==> config.mk <==
export PLATFORM = sky130hd
export DESIGN_NAME = ov7670_config_sequencer
export DESIGN_NICKNAME = d
export VERILOG_FILES = /design/src/rtl/ov7670_pkg.sv /design/src/rtl/ov7670_config_rom.sv /design/src/rtl/ov7670_config_sequencer.sv
export SDC_FILE = /design/constraint.sdc
export NUM_CORES = 1
export LEC_CHECK = 0
export BUFFER_PORTS_ARGS = -buffer_cell sky130_fd_sc_hd__clkbuf_2
export CORE_MARGIN = 3
export CORE_UTILIZATION = 40
export DETAILED_ROUTE_END_ITERATION = 10
export SLEW_MARGIN = 20
export SYNTH_ARGS = -nofsm -noshare
export SYNTH_HDL_FRONTEND = slang
export SYNTH_SLANG_ARGS = --single-unit
export TNS_END_PERCENT = 10
==> constraint.sdc <==
create_clock -name clk -period 6.7 [get_ports clk]
set_clock_uncertainty 0.15 [all_clocks]
set_input_delay 0.67 -clock clk [delete_from_list [all_inputs] [get_ports clk]]
set_output_delay 0.67 -clock clk [all_outputs]
set_load 0.01 [all_outputs]
==> src/rtl/ov7670_pkg.sv <==
// Shared state encoding and table constants for the OV7670 configuration path.
package ov7670_pkg;

  typedef enum logic [3:0] {
    BOOT_WAIT,
    FETCH,
    DECODE,
    ISSUE,
    WAIT_BUSY_LO,
    GAP,
    DELAY,
    INC,
    DONE,
    ERROR
  } cfgState_t;

  // Table markers: anything else in the table is a {subaddress, data} write.
  localparam logic [15:0] CFG_END   = 16'hFFFF;
  localparam logic [15:0] CFG_DELAY = 16'hFFF0;

  // SCCB write address of the camera and the 3-phase write mode code.
  localparam logic [7:0] OV7670_WR_ADDR = 8'h42;
  localparam logic [1:0] SCCB_MODE_WR3  = 2'b00;

endpackage

==> src/rtl/ov7670_config_rom.sv <==
// Register table for the OV7670: RGB565 output with matrix, window and
// gamma setup. Each entry is {subaddress, data} or one of the table markers.
module ov7670_config_rom
  import ov7670_pkg::*;
#(
  parameter int unsigned ROM_DEPTH = 128
) (
  input  logic                         clk,
  input  logic [$clog2(ROM_DEPTH)-1:0] i_addr,
  output logic [15:0]                  o_entry
);

  logic [31:0] w_addr;
  logic [15:0] w_entry;

  assign w_addr = 32'(i_addr);

  // Table lookup; unused addresses read back as end-of-table.
  always_comb begin
    w_entry = CFG_END;
    case (w_addr)
      // Soft reset, then let the sensor settle before anything else.
      32'd0  : w_entry = 16'h1280;
      32'd1  : w_entry = CFG_DELAY;
      // Output format and clocking.
      32'd2  : w_entry = 16'h1204;
      32'd3  : w_entry = 16'h1101;
      32'd4  : w_entry = 16'h0C00;
      32'd5  : w_entry = 16'h3E00;
      32'd6  : w_entry = 16'h8C00;
      32'd7  : w_entry = 16'h0400;
      32'd8  : w_entry = 16'h4010;
      32'd9  : w_entry = 16'h3A04;
      32'd10 : w_entry = 16'h1438;
      // Colour matrix.
      32'd11 : w_entry = 16'h4FB3;
      32'd12 : w_entry = 16'h50B3;
      32'd13 : w_entry = 16'h5100;
      32'd14 : w_entry = 16'h523D;
      32'd15 : w_entry = 16'h53A7;
      32'd16 : w_entry = 16'h54E4;
      32'd17 : w_entry = 16'h589E;
      32'd18 : w_entry = 16'h3DC0;
      // Frame window and sync.
      32'd19 : w_entry = 16'h1714;
      32'd20 : w_entry = 16'h1802;
      32'd21 : w_entry = 16'h3280;
      32'd22 : w_entry = 16'h1903;
      32'd23 : w_entry = 16'h1A7B;
      32'd24 : w_entry = 16'h030A;
      32'd25 : w_entry = 16'h0F41;
      32'd26 : w_entry = 16'h1E00;
      32'd27 : w_entry = 16'h330B;
      32'd28 : w_entry = 16'h3C78;
      32'd29 : w_entry = 16'h6900;
      32'd30 : w_entry = 16'h7400;
      // Reserved magic values and black level calibration.
      32'd31 : w_entry = 16'hB084;
      32'd32 : w_entry = 16'hB10C;
      32'd33 : w_entry = 16'hB20E;
      32'd34 : w_entry = 16'hB380;
      // Gamma curve.
      32'd35 : w_entry = 16'h7A20;
      32'd36 : w_entry = 16'h7B10;
      32'd37 : w_entry = 16'h7C1E;
      32'd38 : w_entry = 16'h7D35;
      32'd39 : w_entry = CFG_END;
      default: w_entry = CFG_END;
    endcase
  end

  // Registered read port, so an entry is valid one cycle after its address.
  always_ff @(posedge clk) begin
    o_entry <= w_entry;
  end

endmodule

==> src/rtl/ov7670_config_sequencer.sv <==
// Walks the OV7670 register table after power-up and hands each entry to
// the SCCB master as a 3-phase write, with delay/end markers and done/error
// status for the top level.
module ov7670_config_sequencer
  import ov7670_pkg::*;
#(
  parameter int unsigned CLK_HZ           = 100_000_000,
  parameter int unsigned BOOT_WAIT_CYCLES = CLK_HZ / 1000,
  parameter int unsigned DELAY_CYCLES     = CLK_HZ / 100,
  parameter int unsigned GAP_CYCLES       = 256,
  parameter int unsigned USHER_TIMEOUT    = 1024,
  parameter int unsigned ROM_DEPTH        = 128,
  parameter logic [7:0]  DEVICE_ADDR      = OV7670_WR_ADDR
) (
  input  logic                         clk,
  input  logic                         i_reset,
  input  logic                         i_start,
  input  logic                         i_sccb_busy,
  output logic                         o_usher,
  output logic [7:0]                   o_address,
  output logic [7:0]                   o_subaddress,
  output logic [7:0]                   o_data,
  output logic [1:0]                   o_mode,
  output logic                         o_done,
  output logic                         o_error,
  output logic [$clog2(ROM_DEPTH)-1:0] o_index
);

  localparam int unsigned AW = $clog2(ROM_DEPTH);

  localparam logic [31:0]   BOOT_LAST    = 32'(BOOT_WAIT_CYCLES - 1);
  localparam logic [31:0]   DELAY_LAST   = 32'(DELAY_CYCLES - 1);
  localparam logic [31:0]   GAP_LAST     = 32'(GAP_CYCLES - 1);
  localparam logic [31:0]   TIMEOUT_LAST = 32'(USHER_TIMEOUT - 1);
  localparam logic [AW-1:0] INDEX_LAST   = AW'(ROM_DEPTH - 1);

  cfgState_t     r_state;
  logic [31:0]   r_count;
  logic [AW-1:0] r_index;
  logic          r_usher;
  logic [7:0]    r_subaddress;
  logic [7:0]    r_data;
  logic          r_done;
  logic          r_error;
  logic [15:0]   w_entry;

  // The table index drives the ROM directly; it is stable through FETCH,
  // so the entry is ready when DECODE looks at it.
  ov7670_config_rom #(
    .ROM_DEPTH(ROM_DEPTH)
  ) u_rom (
    .clk    (clk),
    .i_addr (r_index),
    .o_entry(w_entry)
  );

  assign o_address    = DEVICE_ADDR;
  assign o_mode       = SCCB_MODE_WR3;
  assign o_usher      = r_usher;
  assign o_subaddress = r_subaddress;
  assign o_data       = r_data;
  assign o_done       = r_done;
  assign o_error      = r_error;
  assign o_index      = r_index;

  // Sequencer FSM: every state entry clears the counter, and usher is held
  // (not pulsed) until the SCCB master reports busy or the timeout expires.
  always_ff @(posedge clk) begin
    if (i_reset) begin
      r_state      <= BOOT_WAIT;
      r_count      <= '0;
      r_index      <= '0;
      r_usher      <= 1'b0;
      r_subaddress <= '0;
      r_data       <= '0;
      r_done       <= 1'b0;
      r_error      <= 1'b0;
    end else begin
      case (r_state)
        BOOT_WAIT: begin
          if (r_count == BOOT_LAST) begin
            r_state <= FETCH;
            r_count <= '0;
            r_index <= '0;
          end else begin
            r_count <= r_count + 32'd1;
          end
        end

        FETCH: begin
          r_state <= DECODE;
          r_count <= '0;
        end

        DECODE: begin
          r_count <= '0;
          if (w_entry == CFG_END) begin
            r_state <= DONE;
            r_done  <= 1'b1;
          end else if (w_entry == CFG_DELAY) begin
            r_state <= DELAY;
          end else begin
            r_subaddress <= w_entry[15:8];
            r_data       <= w_entry[7:0];
            r_usher      <= 1'b1;
            r_state      <= ISSUE;
          end
        end

        ISSUE: begin
          if (i_sccb_busy) begin
            r_usher <= 1'b0;
            r_state <= WAIT_BUSY_LO;
            r_count <= '0;
          end else if (r_count == TIMEOUT_LAST) begin
            r_usher <= 1'b0;
            r_error <= 1'b1;
            r_state <= ERROR;
            r_count <= '0;
          end else begin
            r_count <= r_count + 32'd1;
          end
        end

        WAIT_BUSY_LO: begin
          if (!i_sccb_busy) begin
            r_state <= GAP;
            r_count <= '0;
          end
        end

        GAP: begin
          if (r_count == GAP_LAST) begin
            r_state <= INC;
            r_count <= '0;
          end else begin
            r_count <= r_count + 32'd1;
          end
        end

        DELAY: begin
          if (r_count == DELAY_LAST) begin
            r_state <= INC;
            r_count <= '0;
          end else begin
            r_count <= r_count + 32'd1;
          end
        end

        INC: begin
          r_count <= '0;
          if (r_index == INDEX_LAST) begin
            r_state <= DONE;
            r_done  <= 1'b1;
          end else begin
            r_index <= r_index + AW'(1);
            r_state <= FETCH;
          end
        end

        DONE: begin
          if (i_start) begin
            r_done  <= 1'b0;
            r_index <= '0;
            r_count <= '0;
            r_state <= FETCH;
          end
        end

        ERROR: begin
          r_usher <= 1'b0;
          if (i_start) begin
            r_error <= 1'b0;
            r_index <= '0;
            r_count <= '0;
            r_state <= FETCH;
          end
        end

        default: begin
          r_state <= BOOT_WAIT;
          r_count <= '0;
          r_usher <= 1'b0;
        end
      endcase
    end
  end

endmodule

After elaboration in Yosys (flattened, before gate mapping)

Memories as Yosys holds them, arrays and structs flattened. A register that Yosys moved wholly into a read port is not among the register bits.
Cells that the tools add are included.
W data, S select, Z words.

ROM bits: 1024
Word-level logic and storage cells: 95
Output and inout port bits: 36
Memories kept: 1
Flip-flop bits (word level): 62

Bitwise logic cells: 3
Add/subtract/negate cells: 2
Muxes and demuxes: 35
Eq/ne operators: 31
Reductions and logical operators: 15

Memories:

| name             | depth | width | rd ports | clocked after memory_dff | write ports | line                    | RTL |
|---|---|---|---|---|---|---|---|
| (name not given) | 64    | 16    | 1        | 1                        | 0           | ov7670_config_rom.sv:21 | `case (w_addr)` |

Operators by type and width:

| operator                | count |
|---|---|
| $mux W32                | 7 |
| $pmux W32 S6            | 1 |
| $mux W4                 | 9 |
| $pmux W4 S9             | 1 |
| $add A32 B1 Y32 const B | 1 |
| $eq A16 B16 Y1 const B  | 2 |
| $eq A32 B10 Y1 const B  | 1 |
| $eq A32 B17 Y1 const B  | 1 |
| $eq A32 B20 Y1 const B  | 1 |
| $eq A32 B8 Y1 const B   | 1 |
| $logic_not A26 Y1       | 1 |
| $ne A2 B2 Y1 const B    | 13 |
| $mux W7                 | 3 |
| $pmux W7 S3             | 1 |
| $eq A4 B3 Y1 const B    | 4 |
| $reduce_and A4 Y1       | 4 |
| $mux W1                 | 9 |
| $eq A4 B2 Y1 const B    | 2 |
| $eq A4 B4 Y1 const B    | 2 |
| $add A7 B1 Y7 const B   | 1 |
| $eq A7 B7 Y1 const B    | 1 |
| $reduce_or A7 Y1        | 1 |
| $pmux W1 S3             | 2 |
| $reduce_and A6 Y1       | 1 |
| 13 further kinds        | 16 |

Longest topological paths before layout

Gate-level depths: netlist of run 1.

Depth in word-level cells: 4
Depth in mapped cells: 9
Gate-level depth less buffers: 8

Cells and area by module

From an unflattened synthesis of run 1, not the netlist that was laid out.

Cell total of the unflattened synthesis: 548
Area total of the unflattened synthesis: 4516.8 um2

By module, submodules not included:

| module                  | times used | cells each | area an instance (um2) | seq. area each (um2) |
|---|---|---|---|---|
| ov7670_config_sequencer | 1          | 368        | 3150.5                 | 1241.2 |
| ov7670_config_rom       | 1          | 180        | 1366.3                 | 320.3 |

Worst setup path after synthesis of run 1

OpenSTA, ideal clock, no wires.

Path kind: input to register
Start: input port i_sccb_busy
End: register r_state[0]
Path slack: 4314 ps
Stages: 5
Data arrival time: 2117 ps
Path buffers: 1
Required time: 6431 ps
Library setup time: 119 ps
Path through: or4bb_2 -> a21oi_4 -> buf_2 -> nor3_1 -> o221a_2

Cells in the longest elaborated chain, start to end: 2
Elaborated cells between the ends (all ways): 5
Classes of those cells: 2 x eq/ne; 2 x mux; 1 x reduce/logical

RTL lines:

| element                                                 | line                           | RTL |
|---|---|---|
| start, declared                                         | ov7670_config_sequencer.sv:18  | `input logic i_sccb_busy,` |
| $mux W4 (tied with other cells)                         | ov7670_config_sequencer.sv:111 | `if (i_sccb_busy) begin` |
| $pmux W4 S9 / $reduce_and A6 Y1 (equally long branches) | -                              |  |
| end signal, assigned                                    | ov7670_config_sequencer.sv:82  | `r_state <= FETCH;` |
| end signal, assigned                                    | ov7670_config_sequencer.sv:113 | `r_state <= WAIT_BUSY_LO;` |
| end signal, assigned                                    | ov7670_config_sequencer.sv:118 | `r_state <= ERROR;` |
| end, declared                                           | ov7670_config_sequencer.sv:37  | `cfgState_t r_state;` |

Several ways; a longest one is shown, not always the timed one.
A chain may end at the register's enable or synchronous reset.

Final worst setup path of run 1

Start: register r_index[1] (netlist: o_index[1])
End: register r_index[6] (netlist: o_index[6])

Cells in the longest elaborated chain, start to end: 3
Elaborated cells between the ends (all ways): 6
Classes of those cells: 1 x add/sub; 2 x eq/ne; 2 x mux; 1 x reduce/logical

RTL lines:

| element                                                 | line                                                           | RTL |
|---|---|---|
| start, declared                                         | ov7670_config_sequencer.sv:39                                  | `logic [AW-1:0] r_index;` |
| start signal, assigned                                  | ov7670_config_sequencer.sv:156                                 | `r_index <= r_index + AW'(1);` |
| $add A7 B1 Y7 / $eq A7 B7 Y1 (equally long branches)    | ov7670_config_sequencer.sv:156, ov7670_config_sequencer.sv:152 |  |
| $mux W7 / $ne A2 B2 Y1 (equally long branches)          | -                                                              |  |
| $pmux W7 S3 / $reduce_and A4 Y1 (equally long branches) | -                                                              |  |

Several ways; a longest one is shown, not always the timed one. The select of a mux whose other input is x is not followed.

==> results of run 1 <==
[metrics by stage]
step	hold slack, ns	power, mW	area [µm²]	utilization (%)
after floorplan	0.313	0.546	4420	-
after global placement	0.292	0.550	4530	43.1
after detailed placement	0.297	0.551	4530	43.1
after CTS	0.309	0.941	4750	45.2
after global routing	0.350	0.970	4750	45.2
final	0.312	0.929	4750	45.2
[worst max path at each step]
stage | start | end | slack (ns) | cells past startpoint
3_3_place_gp | i_sccb_busy | r_count[17]$_SDFFE_PP0P_ | 3.78 | 7
4_1_cts | o_index[1]$_SDFFE_PP0P_ | o_index[6]$_SDFFE_PP0P_ | 3.78 | 7
2_1_floorplan | i_sccb_busy | r_state[0]$_SDFFE_PP0P_ | 4.31 | 5
6_report | o_index[1]$_SDFFE_PP0P_ | o_index[6]$_SDFFE_PP0P_ | 3.76 | 7
3_5_place_dp | i_sccb_busy | r_count[29]$_SDFFE_PP0P_ | 3.76 | 7
5_1_grt | o_index[1]$_SDFFE_PP0P_ | o_index[5]$_SDFFE_PP0P_ | 3.55 | 7
[cell usage after synthesis, types with 4 or more instances]
library cell | number | area, µm²
nor2_1 | 82 | 308
dfxtp_1 | 78 | 1560
nand2_1 | 43 | 161
o21ai_0 | 31 | 155
a21oi_1 | 27 | 135
clkbuf_1 | 22 | 82.6
nand3_1 | 22 | 110
mux2i_1 | 21 | 210
inv_1 | 20 | 75.1
nand4_1 | 17 | 106
xnor2_1 | 17 | 149
nor3_1 | 15 | 75.1
xor2_1 | 13 | 114
nor4_1 | 12 | 75.1
ha_1 | 11 | 138
o22ai_1 | 11 | 68.8
buf_4 | 10 | 75.1
a211oi_1 | 7 | 52.6
nand2b_1 | 6 | 37.5
a31oi_1 | 5 | 31.3
and3_1 | 5 | 31.3
buf_1 | 5 | 18.8
a22oi_1 | 4 | 30.0
buf_6 | 4 | 45.0
or3_1 | 4 | 25.0
[report_power, final]
group	internal, mW	total (mW)	switching [mW]
Sequential	0.470	0.481	0.0119
Clock	0.221	0.389	0.168
Combinational	0.0208	0.0590	0.0382
Total	0.711	0.929	0.218
[logic make-up (layout without fill, tap and decap cells)]
| kind of cell | after synthesis | in the layout | synth area share, % |
|---|---|---|---|
| simple gates | 230 | 230 | 26.1 |
| compound gates | 112 | 112 | 16.6 |
| flops | 78 | 78 | 35.6 |
| buf+inv | 65 | 69 | 7.21 |
| xor+xnor | 30 | 30 | 5.98 |
| mux | 22 | 22 | 5.30 |
| fa+ha+maj | 11 | 11 | 3.13 |
| other cells | 2 | 10 | 0.171 |
[state kept, by name (all words and copies together) (netlist names)]
name and cells:
r_count 32, u_rom.o_entry 16, o_data 8, o_subaddress 8, o_index 7, r_state 4
o_done 1, o_error 1, o_usher 1
[routing by layer]
metal  GRT usage [%]  vias up
met3            3.22       16
met4            7.14        0
li1                -     1951
met2            25.5      120
met5               0        -
met1            24.6     1828
[tightest hold or removal path, delay by kind of cell (launching register included)]
kind | cells | cell delay [ns]
AOI/OAI and AO/OA | 1 | 0.05
and+or+nand+nor | 1 | 0.05
DFF | 1 | 0.32
[final cells by class]
class	count	area (µm²)	area share, %
clock buffer	13	149	3.13
clock inverter	3	67.6	1.42
inverter	20	75.1	1.58
multi-input combinational	415	2550	53.8
sequential	78	1560	32.9
tap	136	170	3.58
timing repair buffer	33	175	3.69
==> results.md, run 1 <==
* Status: completed
* YS warnings at 0
* Layout cell share with drive strength beyond 1 at around 11%
* Top FF cell, synth: dfxtp_1
* Root Buffer: clkbuf_8
* Asr flop ratio synth at 0%
* CTS Hold Buffers Added at 0
* Skew-Pair Late Insertion Delay at around 0.35 ns
* Core footprint at roughly 0.011 mm²
* Worst hold start: o_error$_SDFFE_PP0P_
* Initial Util at between 40% and 50%
* Synth Register Bits at 78
* Critical path, cell by cell: ha_1 -> and3_1 -> a41oi_1 -> a311o_1 -> o21ai_1 -> nor2_1 -> o221a_2
* Fin worst setup slack at between 3 and 4 ns
* R2R depth at 7
* Synth unique cells at 68
* Pwr per Cell Area at 195 mW/mm²
* WP data arrival at between 3 and 4 ns
* # Post-CTS Setup Buffers at 0
* Initial antenna violation count at 0
* Period utilization at 43.9%
* Slew headroom at 32.6%
* I/O Pins at 40
* CP Data Required Time at 6.79 ns
* # DRC at 0
* TritonCTS clock tree: done
* Finished Layout Cells at around 700
* CTS buffer count at 9
* Final Slew Violations at 0
* PortBufs at 29
* WL met3 at 489 µm
* Reg2reg end: o_index[6]$_SDFFE_PP0P_
* Die Y at about 110 µm
* Lkg Pwr at roughly 1.7 nW
* Commonest non-fill, non-tap cells in the layout: 82 x nor2_1, 78 x dfxtp_1, 43 x nand2_1
* Remaining antenna violation count at 0
* Crit path max-delay cell type: dfxtp_1
* Bufs on Longest Clock Path at 2
* Wl on met1 at between 5000 and 6000 µm
* Fmax at approximately 0.34 GHz
* # setup viols final at 0
* Final HPWL from detailed placement at between 7000 and 8000 µm
* Delay-heaviest family, CP: compound AO/OA/AOI/OAI gates
* Register area share after synthesis at between 30% and 40%
* Most common cell after layout, fill and taps aside: nor2_1
* RSZ-0062 raised after global routing: no
* Fillers at around 1,000
* DRT Wirelength at 10,500 µm
* Met2 WL at ~4700 µm
* FF-to-FF setup slack at about 3.8 ns
* Crit Path Category: reg -> reg
* Via/cell ratio at 5.61
* Worst hold path type: reg -> reg
* Clock transition at the registers of the reported paths at 0.08 ns
* Number of global-route vias before repair at 3,565
* Htree depth at 3
* Buf/Inv on CP at 0
* P&R area growth vs syn at 8.23%
* Die width at roughly 110 µm
* Uppermost routed layer: met4
* Setup TNS at 0 ns
* Total global-route track usage at between 10% and 20%
* Die ar. at between 0.01 and 0.015 mm²
* Largest net degree at the start of global routing at 46
* # rows at 37
* Final Hold Fails at 0
* Post-Place Cells at slightly below 700
* Crit. End Element: register
* Grt ovf at 0
* Startpoint Class: register
* Cell depth of the worst hold path at 2
* DR iter-0 viols at 391
* Pre-CTS setup slack at 3.76 ns
* EDFF count, synth at 0
* 1st-pass router iterations at 5
* Final nets at about 570
* Diodes inserted at 0
* Post-Syn Area per Cell at roughly 8 µm²
* Hold endpoint: o_error$_SDFFE_PP0P_
* CP peak stage delay at about 0.73 ns
* Least-Margin Pin Slew at about 1 ns
* Cts repair resizes at 0
* First-pass GRT wire length at 17,800 µm
* Mapped Area at between 0.004 and 0.005 mm²
* Routability cong. at approximately 0.87
* Via count at 3,915
* Reg-to-reg startpoint: o_index[1]$_SDFFE_PP0P_
* Critical-path maximum fanout at 17
* Avg WL per Cell at 15.1 µm
* CTS Sinks at 78
* Max capacitance violation total at 0
* Mapped Cells at 550
* Fin crit period at around 3 ns
* Peak VDD IR at between 0.1 and 0.15 mV
Power figures use the tool's default switching activity.
==> run 2: changes to the inputs <==
- ABC_AREA: unset -> 1
- clock period: 6.7 -> 2.9 ns (I/O delays scaled with it)
==> run 2 against run 1 <==
Net effect: area after synthesis up 10%; worst hold slack worse by 0.13 ns; critical path type unchanged; largest power group is now clock; sequential power up 140%; highest routed layer unchanged; first-iteration DRC count down 5.4%; cell area up 13%; critical endpoint is now o_index[3]$_SDFFE_PP0P_; die area up 9.5%.
==> results.md, run 2 <==
* Status: completed
* Least-Margin Pin Slew at ~0.57 ns
* Final nets at slightly below 800
* EDFF count, synth at 0
* 1st-pass router iterations at 5
* Critical-path maximum fanout at 9
* Worst hold start: i_sccb_busy
* Most common cell in the synthesized netlist: nand2_1
* Clock power frac at approximately two fifths
* Fin crit period at roughly 2.5 ns
* Mapped Area at between 0.004 and 0.005 mm²
* # rows at 39
* RSZ-0062 raised after global routing: no
* Crit. End Element: register
* Mapped Cells at 743
* Slew headroom at between 60% and 70%
* Fillers at 1,199
* Commonest cells in the synthesized netlist: 166 x nand2_1, 93 x nor2_1, 78 x dfxtp_1
* # DRC at 0
* Placed inst area at ~0.0051 mm²
* Reg-to-reg startpoint: o_index[1]$_SDFFE_PP0P_
* Largest register FFs at 32
* First-pass GRT wire length at approximately 22,000 µm
* Via count at between 4,000 and 5,000
* Number of global-route vias before repair at roughly 4,700
* Avg WL per Cell at 14.6 µm
* Min Hold Slack at 0.184 ns
* Skew-Pair Late Insertion Delay at between 0.3 and 0.4 ns
* # setup viols final at 0
* DR iter-0 viols at 370
* Diodes inserted at 0
* Layout cell share with drive strength beyond 1 at 12.9%
* Root Buffer: clkbuf_16
* Initial antenna violation count at 0
* Core footprint at roughly 0.012 mm²
* Biggest register: r_count
* Setup TNS at 0 ns
* Switching share of power at between 30% and 40%
* CTS Sinks at about 80
* Post-Syn Area per Cell at between 6 and 7 µm²
* Hold endpoint: r_state[2]$_SDFFE_PP0P_
* Commonest non-fill, non-tap cells in the layout: 166 x nand2_1, 93 x nor2_1, 77 x dfxtp_1
* Peak VDD IR at about 0.24 mV
* Final Slew Violations at 0
* Remaining antenna violation count at 0
* PortBufs at 29
* CTS buffer count at 9
* Synth Register Bits at 78
* Top flop regs: r_count: 32 flops, u_rom.o_entry: 16 flops
* Global routing's busiest layer: met2
* Htree depth at 3
* TritonCTS clock tree: done
* R2R depth at 10
* Largest net degree at the start of global routing at 30
* Area leader, netlist: dfxtp_1
* Setup crit start: o_index[1]$_SDFFE_PP0P_
* Pwr per Cell Area at between 500 and 600 mW/mm²
* Finished Layout Cells at between 900 and 1,000
* Max capacitance violation total at 0
* CP Data Required Time at ~3.0 ns
* Routability cong. at 0.968
* Die width at around 120 µm
* P&R area growth vs syn at 11.5%
* Combinational power share at 19.0%
* Reg2reg end: o_index[3]$_SDFFE_PP0P_
* Clock transition at the registers of the reported paths at around 0.06 ns
* Via/cell ratio at 5.32
* DRT Wirelength at 13,400 µm
* WP data arrival at about 2.6 ns
* Area share of the largest cell type after synthesis at about a third
* Most common cell after layout, fill and taps aside: nand2_1
* Crit Path Category: reg -> reg
* Switching pwr at around 0.89 mW
* Met2 Use GR at 34.2%
* Final Hold Fails at 0
* FF-to-FF setup slack at about 0.4 ns
* Asr flop ratio synth at 0%
* Top FF cell, synth: dfxtp_1
* Grt ovf at 0
* Startpoint Class: register
* Lkg Pwr at around 2.3 nW
* M1 GR Usage at between 20% and 30%
* Synth unique cells at 40
* Synth top area cells: dfxtp_1 32%, nand2_1 13%, nor2_1 7.2%, nand3_1 6.6%, inv_1 5.9%
* CTS Hold Buffers Added at 0
* Cell area after layout at ~0.0054 mm²
* Pint at 2.06 mW
* Flop pwr share at around two fifths
* Register area share after synthesis at between 30% and 40%
* Total global-route track usage at 20.9%
* Grt met3 use at under 10%
* Die Y at about 120 µm
* Post-Place Cells at 901
* Worst hold path type: in -> reg
* I/O Pins at 40
* YS warnings at 0
* Final HPWL from detailed placement at between 10,000 and 15,000 µm
* Bufs on Longest Clock Path at 2
* # Post-CTS Setup Buffers at 0
* Die ar. at between 0.01 and 0.015 mm²
* Cell depth of the worst hold path at 5
* Period utilization at 86.3%
* Fmax at ~0.40 GHz
* Initial Util at 41.6%
-- run 2: critical path: stages, from the launching register on --
cell and delay [ns]:
dfxtp_2 0.46, ha_1 0.33, nand2_1 0.14, nor2_1 0.17, nand2_1 0.08, o21ai_1 0.29
nand3_1 0.15, nand3_1 0.32, inv_1 0.13, nand2_1 0.09, a21oi_1 0.06
-- run 2: how the worst max path moves through the flow --
stage,to,slack (ns),depth (start not counted)
after global routing,o_index[3]$_SDFFE_PP0P_,0.15,10
after global placement,o_index[3]$_SDFFE_PP0P_,0.23,10
final,o_index[3]$_SDFFE_PP0P_,0.40,10
after floorplan,u_rom.o_entry[1]$_SDFF_PP1_,0.89,10
after detailed placement,o_index[3]$_SDFFE_PP0P_,0.23,10
after CTS,o_index[3]$_SDFFE_PP0P_,0.23,10
-- run 2: layout make-up --
| class | count | area [µm²] | area share (%) |
|---|---|---|---|
| clock buffer | 11 | 243 | 4.50 |
| clock inverter | 5 | 82.6 | 1.53 |
| inverter | 96 | 360 | 6.69 |
| multi-input combinational | 546 | 2750 | 51.0 |
| sequential | 78 | 1560 | 29.0 |
| tap | 143 | 179 | 3.32 |
| timing repair buffer | 38 | 213 | 3.95 |
-- run 2: cell families after synthesis --
logic type,count (synthesis),synth area share [%]
flip-flops,78,32.3
other,2,0.155
AND/OR/NAND/NOR,396,37.7
adder cells (fa/ha/maj),11,2.85
XOR/XNOR,12,2.17
buffers and inverters,127,11.4
AO/OA/AOI/OAI,117,13.4
-- run 2: power groups by stage --
stage | combinational (mW) | clock [mW] | sequential, mW
finish | 0.562 | 1.23 | 1.16
global route | 0.619 | 1.32 | 1.17
CTS | 0.563 | 1.26 | 1.16
detailed placement | 0.561 | 0 | 1.18
global placement | 0.557 | 0 | 1.18
floorplan | 0.486 | 0 | 1.19
-- run 2: metrics by stage --
| step | power (mW) | worst slack, ns | util, % |
|---|---|---|---|
| 6_report | 2.95 | 0.398 | 46.4 |
| 5_1_grt | 3.11 | 0.147 | 46.4 |
| 4_1_cts | 2.98 | 0.227 | 46.4 |
| 3_5_place_dp | 1.75 | 0.232 | 43.6 |
| 3_3_place_gp | 1.74 | 0.225 | 43.6 |
| 2_1_floorplan | 1.67 | 0.886 | - |
-- run 2: metal layers --
metal	up-vias	routed length (µm)	part of all wire [%]
met2	184	6300	47
met4	0	521	3.9
met1	2203	5940	44
li1	2457	-	-
met3	36	681	5.1
met5	-	0	0
-- run 2: timing repair --
item | 4_1_cts | 5_1_grt
gates resized for setup | 0 | 1
hold endpoints to repair | 0 | 0
setup endpoints to repair | 0 | 2
==> run 3: changes to the inputs <==
- BUFFER_PORTS_ARGS: -buffer_cell sky130_fd_sc_hd__clkbuf_2 -> unset
- DONT_BUFFER_PORTS: unset -> 1
==> run 3 against run 2 <==
Net effect: cell count down 2.7%; sequential cell count unchanged; clock-buffer cell count down 2; register-to-register slack better by 0.21 ns; die area unchanged; via count down 0.66%; routed wire length up 1.5%; clock power down 15%; critical path depth up 2; first-iteration DRC count up 42%; critical path type unchanged; critical endpoint is now r_count[27]$_SDFFE_PP0P_; highest routed layer unchanged.
==> results.md, run 3 (same netlist as run 2, synthesis figures left out) <==
* Initial Util at 41.6%
* Grt met3 use at 5.90%
* # setup viols final at 0
* CTS Sinks at 78
* Top flop regs: r_count: 32 flops, u_rom.o_entry: 16 flops
* Max capacitance violation total at 0
* Remaining antenna violation count at 0
* Delay-heaviest family, CP: simple AND/OR/NAND/NOR gates
* Slew headroom at 35.1%
* Most common cell after layout, fill and taps aside: nand2_1
* Largest register FFs at 32
* Biggest register: r_count
* I/O Pins at 40
* Fin crit period at ~2.3 ns
* Commonest non-fill, non-tap cells in the layout: 166 x nand2_1, 93 x nor2_1, 78 x dfxtp_1
* DRT Wirelength at about 14,000 µm
* Final Slew Violations at 0
* Via/cell ratio at between 5 and 6
* Layout cell share with drive strength beyond 1 at approximately a tenth
* Avg WL per Cell at 15.3 µm
* Buf/Inv on CP at 0
* Crit-path most repeated cell: nand2_2
* CTS buffer count at 9
* Diodes inserted at 0
* DR iter-0 viols at roughly 530
* Final HPWL from detailed placement at slightly above 10,000 µm
* Routability cong. at approximately 1.0
* Clock transition at the registers of the reported paths at 0.06 ns
* Critical path, cell by cell: ha_1 -> nand2_2 -> nor2_4 -> nand3_1 -> nor2_1 -> nand2_1 -> nand2_2 -> nand2_2 -> nor2_8 -> nand2_4 -> nand2_4 -> nor2_1
* Met2 Use GR at 33.7%
* Pwr per Cell Area at around 530 mW/mm²
* M1 GR Usage at ~28%
* Fmax at about 0.44 GHz
* CP peak stage delay at 0.41 ns
* Total global-route track usage at a little over a fifth
* Worst hold path type: in -> reg
* Die width at 116 µm
* Grt ovf at 0
* Lkg Pwr at ~2.2 nW
* Status: completed
* Cts repair resizes at 0
* Die Y at 116 µm
* Initial antenna violation count at 0
* RSZ-0062 raised after global routing: no
* Least-Margin Pin Slew at approximately 0.97 ns
* Largest net degree at the start of global routing at 30
* # DRC at 0
* Setup TNS at 0 ns
* Fin worst setup slack at 0.606 ns
* 1st-pass router iterations at 6
* Die ar. at roughly 0.013 mm²
* Bufs on Longest Clock Path at 2
* Root Buffer: clkbuf_16
* PortBufs at 0
* Number of global-route vias before repair at between 4,000 and 5,000
* WP data arrival at around 2.4 ns
* Crit path max-delay cell type: nand2_4
* Period utilization at about four fifths
* Final Hold Fails at 0
* Crit. End Element: register
* Global routing's busiest layer: met2
* Critical-path maximum fanout at 29
* Final nets at around 760
* Core footprint at between 0.01 and 0.015 mm²
* Peak VDD IR at ~0.25 mV
* Via count at 4,848
* Startpoint Class: register
* Pre-CTS setup slack at 0.637 ns
* Crit Path Category: reg -> reg
* P&R area growth vs syn at 8.13%
* Skew-Pair Late Insertion Delay at around 0.34 ns
* # rows at 39
* TritonCTS clock tree: done
* Htree depth at 3
* First-pass GRT wire length at between 20,000 and 25,000 µm
* CP Data Required Time at 2.96 ns
## run 3: cell types whose count changed in the layout (fill, tap and decap cells not counted), sizes merged
cell	change
clkbuf	-31
clkinv	+5
buf	+3
bufinv	-2
clkinvlp	-1
dlygate4sd3	+1
## run 3: final cells by class
cell class | instances | area [µm²]
fillers | 1222 | 6390
multi-input cells | 546 | 2750
flip-flops and latches | 78 | 1560
inverters | 96 | 360
clock buffers | 9 | 225
well taps | 143 | 179
repair buffers | 13 | 100
clock inverters | 7 | 51.3
## run 3: what timing repair did
item	4_1_cts	5_1_grt
hold buffers	1	0
buffers inserted	0	0
hold endpoints to repair	25	0
endpoints found under the setup margin	0	0
## run 3: worst paths after layout
check,start,end,slack (ns),cells past startpoint
worst max-delay path,r_count[0]$_SDFFE_PP0P_,r_count[27]$_SDFFE_PP0P_,0.61,12
worst min-delay path,i_sccb_busy,r_state[2]$_SDFFE_PP0P_,0.05,4
worst max register to register,r_count[0]$_SDFFE_PP0P_,r_count[27]$_SDFFE_PP0P_,0.61,12
worst min register to register,u_rom.o_entry[14]$_SDFF_PP1_,o_subaddress[6]$_SDFFE_PP0P_,0.34,2
## run 3: metrics by stage
| step | total power [mW] | std cells | area (µm²) | hold slack [ns] | utilization [%] |
|---|---|---|---|---|---|
| floorplan | 1.67 | 751 | 4860 | 0.303 | - |
| global placement | 1.71 | 875 | 4940 | 0.218 | 42.5 |
| detailed placement | 1.72 | 875 | 4940 | 0.218 | 42.5 |
| CTS | 2.77 | 892 | 5230 | 0.0462 | 45.0 |
| global route | 2.90 | 892 | 5230 | 0.0786 | 45.0 |
| finish | 2.76 | 892 | 5230 | 0.0521 | 45.0 |
## run 3: power breakdown
part,internal (mW),switching (mW),total [mW]
sequential,1.12,0.0567,1.18
combinational,0.149,0.389,0.538
clock,0.580,0.461,1.04
total,1.85,0.907,2.76
## run 3: worst reg2reg max path: cells and delay by family, from the launching register on
family,cells,cell delay (ns)
simple gates,11,1.40
flops,1,0.40
fa+ha+maj,1,0.20
## run 3: metal layers
metal / part of all wire [%] / vias to the layer above
met4: 1.9 / 0
li1: - / 2410
met2: 46 / 209
met1: 44 / 2198
met3: 7.8 / 31
met5: 0 / -
